$ cat config.mk
export PLATFORM = sky130hd
export DESIGN_NAME = bitbakery_serial_tx
export DESIGN_NICKNAME = d
export VERILOG_FILES = /design/src/rtl/bitbakery_serial_tx.sv
export SDC_FILE = /design/constraint.sdc
export NUM_CORES = 1
export LEC_CHECK = 0
export CAP_MARGIN = 10
export CORE_MARGIN = 2
export CORE_UTILIZATION = 35
export DETAILED_ROUTE_END_ITERATION = 8
export PLACE_DENSITY_LB_ADDON = 0.25
export SYNTH_ARGS = -nofsm -noshare
export SYNTH_HDL_FRONTEND = slang
export SYNTH_SLANG_ARGS = --single-unit
$ cat constraint.sdc
create_clock -name clock -period 3.5 [get_ports clock]
set_input_delay 0.525 -clock clock [delete_from_list [all_inputs] [get_ports clock]]
set_output_delay 0.525 -clock clock [all_outputs]
set_load 0.01 [all_outputs]
$ cat src/rtl/bitbakery_serial_tx.sv
// Free-running UART 8N1 transmitter: repeatedly sends the shadowed bytes D0..D3 as one
// packet, followed by GAP_BITS idle bit periods.
module bitbakery_serial_tx #(
  parameter int unsigned CLKS_PER_BIT = 434,
  parameter int unsigned GAP_BITS     = 10
) (
  input  logic       clock,
  input  logic       reset,
  input  logic [7:0] D0,
  input  logic [7:0] D1,
  input  logic [7:0] D2,
  input  logic [7:0] D3,
  output logic       saida_serial
);

  localparam int unsigned CW = $clog2(CLKS_PER_BIT);
  localparam int unsigned GW = (GAP_BITS > 1) ? $clog2(GAP_BITS) : 1;
  localparam logic [CW-1:0] CntLast = CW'(CLKS_PER_BIT - 1);
  localparam logic [GW-1:0] GapLast = GW'((GAP_BITS == 0) ? 0 : GAP_BITS - 1);

  localparam logic [2:0] StPre   = 3'd0;
  localparam logic [2:0] StStart = 3'd1;
  localparam logic [2:0] StData  = 3'd2;
  localparam logic [2:0] StStop  = 3'd3;
  localparam logic [2:0] StGap   = 3'd4;

  logic [2:0]    state_q, state_d;
  logic [CW-1:0] cnt_q, cnt_d;
  logic [2:0]    bit_idx_q, bit_idx_d;
  logic [1:0]    byte_idx_q, byte_idx_d;
  logic [GW-1:0] gap_cnt_q, gap_cnt_d;
  logic [31:0]   shadow_q, shadow_d;
  logic          line_q, line_d;

  logic [7:0] cur_byte;
  logic [2:0] next_bit;
  logic       bit_done;

  always_comb begin
    state_d    = state_q;
    cnt_d      = cnt_q;
    bit_idx_d  = bit_idx_q;
    byte_idx_d = byte_idx_q;
    gap_cnt_d  = gap_cnt_q;
    shadow_d   = shadow_q;
    line_d     = line_q;
    cur_byte   = shadow_q[{byte_idx_q, 3'b000} +: 8];
    next_bit   = bit_idx_q + 3'd1;
    bit_done   = (cnt_q == CntLast);

    // The counter only runs once a bit is on the line; the pre-start state lasts one edge.
    if (state_q != StPre) begin
      cnt_d = bit_done ? '0 : cnt_q + 1'b1;
    end

    case (state_q)
      StPre: begin
        state_d    = StStart;
        byte_idx_d = 2'd0;
        shadow_d   = {D3, D2, D1, D0};
        line_d     = 1'b0;
      end
      StStart: begin
        if (bit_done) begin
          state_d   = StData;
          bit_idx_d = 3'd0;
          line_d    = cur_byte[0];
        end
      end
      StData: begin
        if (bit_done) begin
          if (bit_idx_q == 3'd7) begin
            state_d = StStop;
            line_d  = 1'b1;
          end else begin
            bit_idx_d = next_bit;
            line_d    = cur_byte[next_bit];
          end
        end
      end
      StStop: begin
        if (bit_done) begin
          if (byte_idx_q != 2'd3) begin
            state_d    = StStart;
            byte_idx_d = byte_idx_q + 2'd1;
            line_d     = 1'b0;
          end else if (GAP_BITS == 0) begin
            state_d    = StStart;
            byte_idx_d = 2'd0;
            shadow_d   = {D3, D2, D1, D0};
            line_d     = 1'b0;
          end else begin
            state_d   = StGap;
            gap_cnt_d = '0;
            line_d    = 1'b1;
          end
        end
      end
      StGap: begin
        if (bit_done) begin
          if (gap_cnt_q == GapLast) begin
            state_d    = StStart;
            byte_idx_d = 2'd0;
            shadow_d   = {D3, D2, D1, D0};
            line_d     = 1'b0;
          end else begin
            gap_cnt_d = gap_cnt_q + 1'b1;
          end
        end
      end
      default: begin
        state_d = StPre;
        line_d  = 1'b1;
      end
    endcase
  end

  always_ff @(posedge clock or negedge reset) begin
    if (!reset) begin
      state_q    <= StPre;
      cnt_q      <= '0;
      bit_idx_q  <= '0;
      byte_idx_q <= '0;
      gap_cnt_q  <= '0;
      shadow_q   <= '0;
      line_q     <= 1'b1;
    end else begin
      state_q    <= state_d;
      cnt_q      <= cnt_d;
      bit_idx_q  <= bit_idx_d;
      byte_idx_q <= byte_idx_d;
      gap_cnt_q  <= gap_cnt_d;
      shadow_q   <= shadow_d;
      line_q     <= line_d;
    end
  end

  assign saida_serial = line_q;

endmodule

[After elaboration in Yosys (flattened, before gate mapping)]
Index checks and enable logic that the tools add are counted.
Storage, ports and cells
  flip-flop bits (word level): 54
  latch bits: 0
  bits in writable memories: 0
  bits in read-only memories: 0
  input bits: 34
  output and inout port bits: 1
  logic and storage cells: 79
  memories kept: 0
Operators by class
  add/subtract/negate cells: 4
  $mul: 0
  divide/modulo/power cells: 0
  $lt $le $gt $ge: 1
  equal/unequal tests: 18
  shifts and indexed selects: 1
  multiplexer cells: 36
  bitwise operators: 0
  reductions and logical operators: 12
Operators with widths (count)
  32-bit 2-to-1 mux: 2
  32-bit case mux with 2 select lines: 1
  32-bit by 6-bit variable part select with 8-bit output: 1
  3-bit 2-to-1 mux: 10
  2-bit != test, second input constant: 11
  4-bit 2-to-1 mux: 4
  3-bit case mux with 5 select lines: 1
  5-bit AND reduction: 3
  9-bit by 1-bit adder with 9-bit output, second input constant: 1
  9-bit equality test, second input constant: 1
  9-bit 2-to-1 mux: 1
  1-bit 2-to-1 mux: 8
  2-bit 2-to-1 mux: 4
  4-bit case mux with 2 select lines: 1
  3-bit by 2-bit equality test with 1-bit output, second input constant: 2
  3-bit equality test, second input constant: 2
  2-bit case mux with 3 select lines: 1
  3-bit case mux with 2 select lines: 1
  6-bit AND reduction: 1
  2-bit nonzero test: 3
  3-bit nonzero test: 2
  1-bit case mux with 5 select lines: 1
  4-bit by 1-bit adder with 4-bit output, second input constant: 1
  4-bit equality test, second input constant: 1
  8 further kinds: 8

[Longest topological paths before layout]
  depth in word-level cells: 6
  mapped depth: 8
  depth with buffers taken out: 7

[Worst setup path before layout]
No wires, ideal clock.
  kind: register to register
  start point: reg cnt_q[1]
  end point: reg shadow_q[0]
  setup time: 0.125 ns
  data arrival time: 2.148 ns
  data required time: 3.375 ns
  path slack: 1.227 ns
  cell stages (with the launch flop): 9
  path buffers: 2
  clock period less this slack: 2.273 ns
  cells stage by stage: dfrtp_1 -> inv_1 -> ha_1 -> nand4_1 -> or4_1 -> buf_2 -> a2111o_1 -> buf_6 -> mux2_4
On the way
  word-level cells in the longest chain between the ends: 3
RTL lines
  start, declared: line 28  | logic [CW-1:0] cnt_q, cnt_d;
  start signal, assigned: line 129  | cnt_q <= cnt_d;
  9-bit equality test: line 49  | bit_done = (cnt_q == CntLast);
  2-bit != test (no source line)
  3-bit AND reduction (no source line)
  end signal, assigned: line 133  | shadow_q <= shadow_d;
  end, declared: line 32  | logic [31:0] shadow_q, shadow_d;
No other way between the ends.
A chain may end at the register's enable or synchronous reset.

[Worst setup path in the final report]
  start point: reg cnt_q[1]
  end point: reg shadow_q[3]
Same word-level chain as after synthesis.

==> results_dict.tcl <==
set metrics [dict create \
    cpMaxStageDelayCell "a2111o_2" \
    endpoint_kind "flip-flop" \
    vias 1851 \
    synthTopCellsByCount "dfrtp_1, mux2_4, nand2_1" \
    fin_crit_ns 2.73 \
    synth_mux_area_share_pct 26.0 \
    ys_dominant_reg_cell "dfrtp_1" \
    finalMaxSlewViolations 0 \
    crit_chain "inv_1 > ha_1 > nand4_1 > or4_1 > a2111o_2 > mux2_4" \
    crit_path_start "cnt_q[1]" \
    vias_per_cell 5.00 \
    status "completed" \
    ys_warn_count 0 \
    drt_first_pass_iters 4 \
    synth_edf_count 0 \
    tritoncts "yes" \
    slew_headroom_pct 35.7 \
    fin_crit_sh_pct 78.1 \
    yosysTopAreaCell "dfrtp_1" \
    grt.total_usage_pct 13.0 \
    root_buffer "clkbuf_8" \
    crit-reg2reg-launch "cnt_q[1]" \
    cts_buffers 5 \
    min_path_type "input pin to asynchronous set/reset pin" \
    start_kind "flip-flop" \
    rrSetupSlack_ns 0.77 \
    yosysSeqAreaShare_pct 47.2 \
    hold_violations 0 \
    p_sw_share_pct 22.1 \
    setup_viol 0 \
    numClockSinks 54 \
    clockBufferDepth 2 \
    synthesis.nets 276 \
    die_h_microns 94.5 \
    post-route-util_pct 41.6 \
    yosys-top-cells-area "dfrtp_1, mux2_4, mux4_2" \
    ys_seq_elements 54 \
    async_reset_ff_share_pct 100 \
    post-route-cell-area_sq_mm 0.00337 \
    core_area_sq_mm 0.00809 \
    drt_iter0_markers 61 \
    ff2ff_path_depth 6 \
    grt_overflow 0 \
    avgRoutedWirePerCell_microns 14.3 \
    cp.required_ns 3.70 \
    clk_pin_slew_worst_paths_ns 0.10 \
    postCtsSetupBuffers 0 \
    antenna_found_initial 0 \
    netlist.area_leader.share_pct 46.3 \
    synthCells 235 \
    cts_resized 0 \
    cp.arrival_ns 2.93 \
    dp_hpwl_microns 3820 \
    timing.rr.end "shadow_q[3]" \
    synth_most_common_cell "dfrtp_1" \
    drt_wl_total_microns 5280 \
    fp.dieArea_sq_mm 0.00893 \
    synth-compound-area-share_pct 8.12 \
    grt_pass1_wl_microns 9090 \
    grt_pass1_vias 1873 \
    die_width_microns 94.5 \
    p_int_mw 0.869 \
    yosys.area_share.simple_pct 10.8 \
    synth_cell_type_count 42 \
    diodes 0 \
    pwr-share-comb_pct 7.9 \
    holdWs_ns 0.194 \
    io_buffers 34 \
    initial_core_util_pct 35.4 \
    rows 33 \
    insertion_delay_ns 0.31 \
    cp_max_fo 32 \
    skew_ns 0.0111 \
    slowest_delay_ns 0.91 \
    total_power_mw 1.12 \
    clock_power_share_pct 33.6 \
    grt_max_degree 33 \
    avgSynthCellArea_sq_um 12.2 \
    pwr-share-seq_pct 58.6 \
    tns_ns 0 \
    cts_hold_buf 0 \
    drtAntennaViolNets 0 \
    htreeDepth 2 \
    area_growth_pct 17.5 \
    drv_cap 0 \
    powerDensity_mw_per_mm2 331 \
    switching_power_mw 0.247 \
    worst_pin_slew_ns 0.964 \
    rsz0062_at_grt "no" \
    synthXorXnorAreaFrac_pct 1.22 \
    design.final.nets 305 \
    synth_top_family_by_area "multiplexers" \
    ir_worst_vdd_mv 0.138 \
    synthAdderAreaFrac_pct 3.06 \
    remaining_drc_errors 0 \
    io_pins 35 \
    p_leak_nw 1.50 \
    layout-drive-gt1-share_pct 20.8 \
    synth_area_sq_mm 0.00287 \
    worstSetupPathType "flip-flop to flip-flop" \
    fmax_mhz 366 \
    gp_congestion 0.803 \
    place_area_sq_mm 0.00327 \
    fill_cells 806 \
]
-- cells by family after synthesis --
| family | after synthesis |
|---|---|
| adders and majority gates | 7 |
| DFF | 54 |
| and+or+nand+nor | 61 |
| xor gates and xnor gates | 4 |
| muxes | 51 |
| AOI/OAI and AO/OA | 37 |
| buffers and inverters | 21 |
-- sequential cells by signal, indices dropped and copies added, names as in the netlist --
name and cells:
state_q 3, gap_cnt_q 4, saida_serial 1, bit_idx_q 3
shadow_q 32, cnt_q 9, byte_idx_q 2
-- how the worst max path moves through the flow --
stage                     slack, ns            to
after floorplan                1.23   shadow_q[0]
after global placement         0.81  shadow_q[13]
after detailed placement       0.77   shadow_q[3]
after CTS                      0.74   shadow_q[3]
after global routing           0.63   shadow_q[4]
final                          0.77   shadow_q[3]
-- metrics by stage --
step                std cells  setup WS, ns
floorplan                 235          1.23
global placement          362         0.815
detailed placement        362         0.769
CTS                       370         0.740
global route              370         0.629
finish                    370         0.768
-- cells in the final DEF, fill, tap and decap left out, types with 2 or more instances in the layout --
cell type / netlist / routed
xnor2_1: 3 / 3
nand2_1: 20 / 20
nor4_1: 2 / 2
nor3_1: 7 / 7
inv_1: 7 / 7
and4_1: 3 / 3
clkdlybuf4s50_1: 0 / 33
ha_1: 7 / 7
nand2b_1: 3 / 3
nand4_1: 3 / 3
nor2_1: 7 / 7
a31oi_1: 2 / 2
mux2i_1: 8 / 8
and3_1: 5 / 5
dfrtp_1: 53 / 53
mux2_2: 7 / 7
buf_4: 0 / 2
mux2_4: 30 / 30
o21ai_0: 13 / 13
nand3_1: 6 / 6
a22o_1: 2 / 2
mux4_2: 6 / 6
clkbuf_8: 0 / 6
a21oi_1: 9 / 9
o31ai_1: 2 / 2
-- layer usage --
metal  share of wire (%)  global-route usage [%]
met2                  46                    21.2
met4                 1.0                    3.38
met1                  50                    17.7
met5                   0                       0
met3                 3.8                    2.63
-- critical path, delay by kind of cell, from the launching register on --
family / cells / cell delay, ns
multiplexers: 1 / 0.44
flip-flops: 1 / 0.42
adder cells (fa/ha/maj): 1 / 0.13
AO/OA/AOI/OAI: 1 / 0.91
buffers and inverters: 1 / 0.06
AND/OR/NAND/NOR: 2 / 0.64
-- final cells by class --
| cell class | count | area (sq um) | share of cell area, % |
|---|---|---|---|
| tap | 105 | 131 | 3.90 |
| multi-input combinational | 160 | 1410 | 41.9 |
| inverter | 7 | 26.3 | 0.780 |
| clock buffer | 7 | 86.3 | 2.56 |
| clock inverter | 1 | 8.76 | 0.260 |
| timing repair buffer | 36 | 350 | 10.4 |
| sequential | 54 | 1350 | 40.2 |
-- power by group through the flow --
stage	Clock, mW	Combinational, mW	Sequential (mW)
2_1_floorplan	0	0.0356	0.662
3_3_place_gp	0	0.0890	0.666
3_5_place_dp	0	0.0905	0.666
4_1_cts	0.387	0.0905	0.654
5_1_grt	0.415	0.0960	0.657
6_report	0.375	0.0878	0.654
Note: power is estimated with default switching activity, not from simulation.
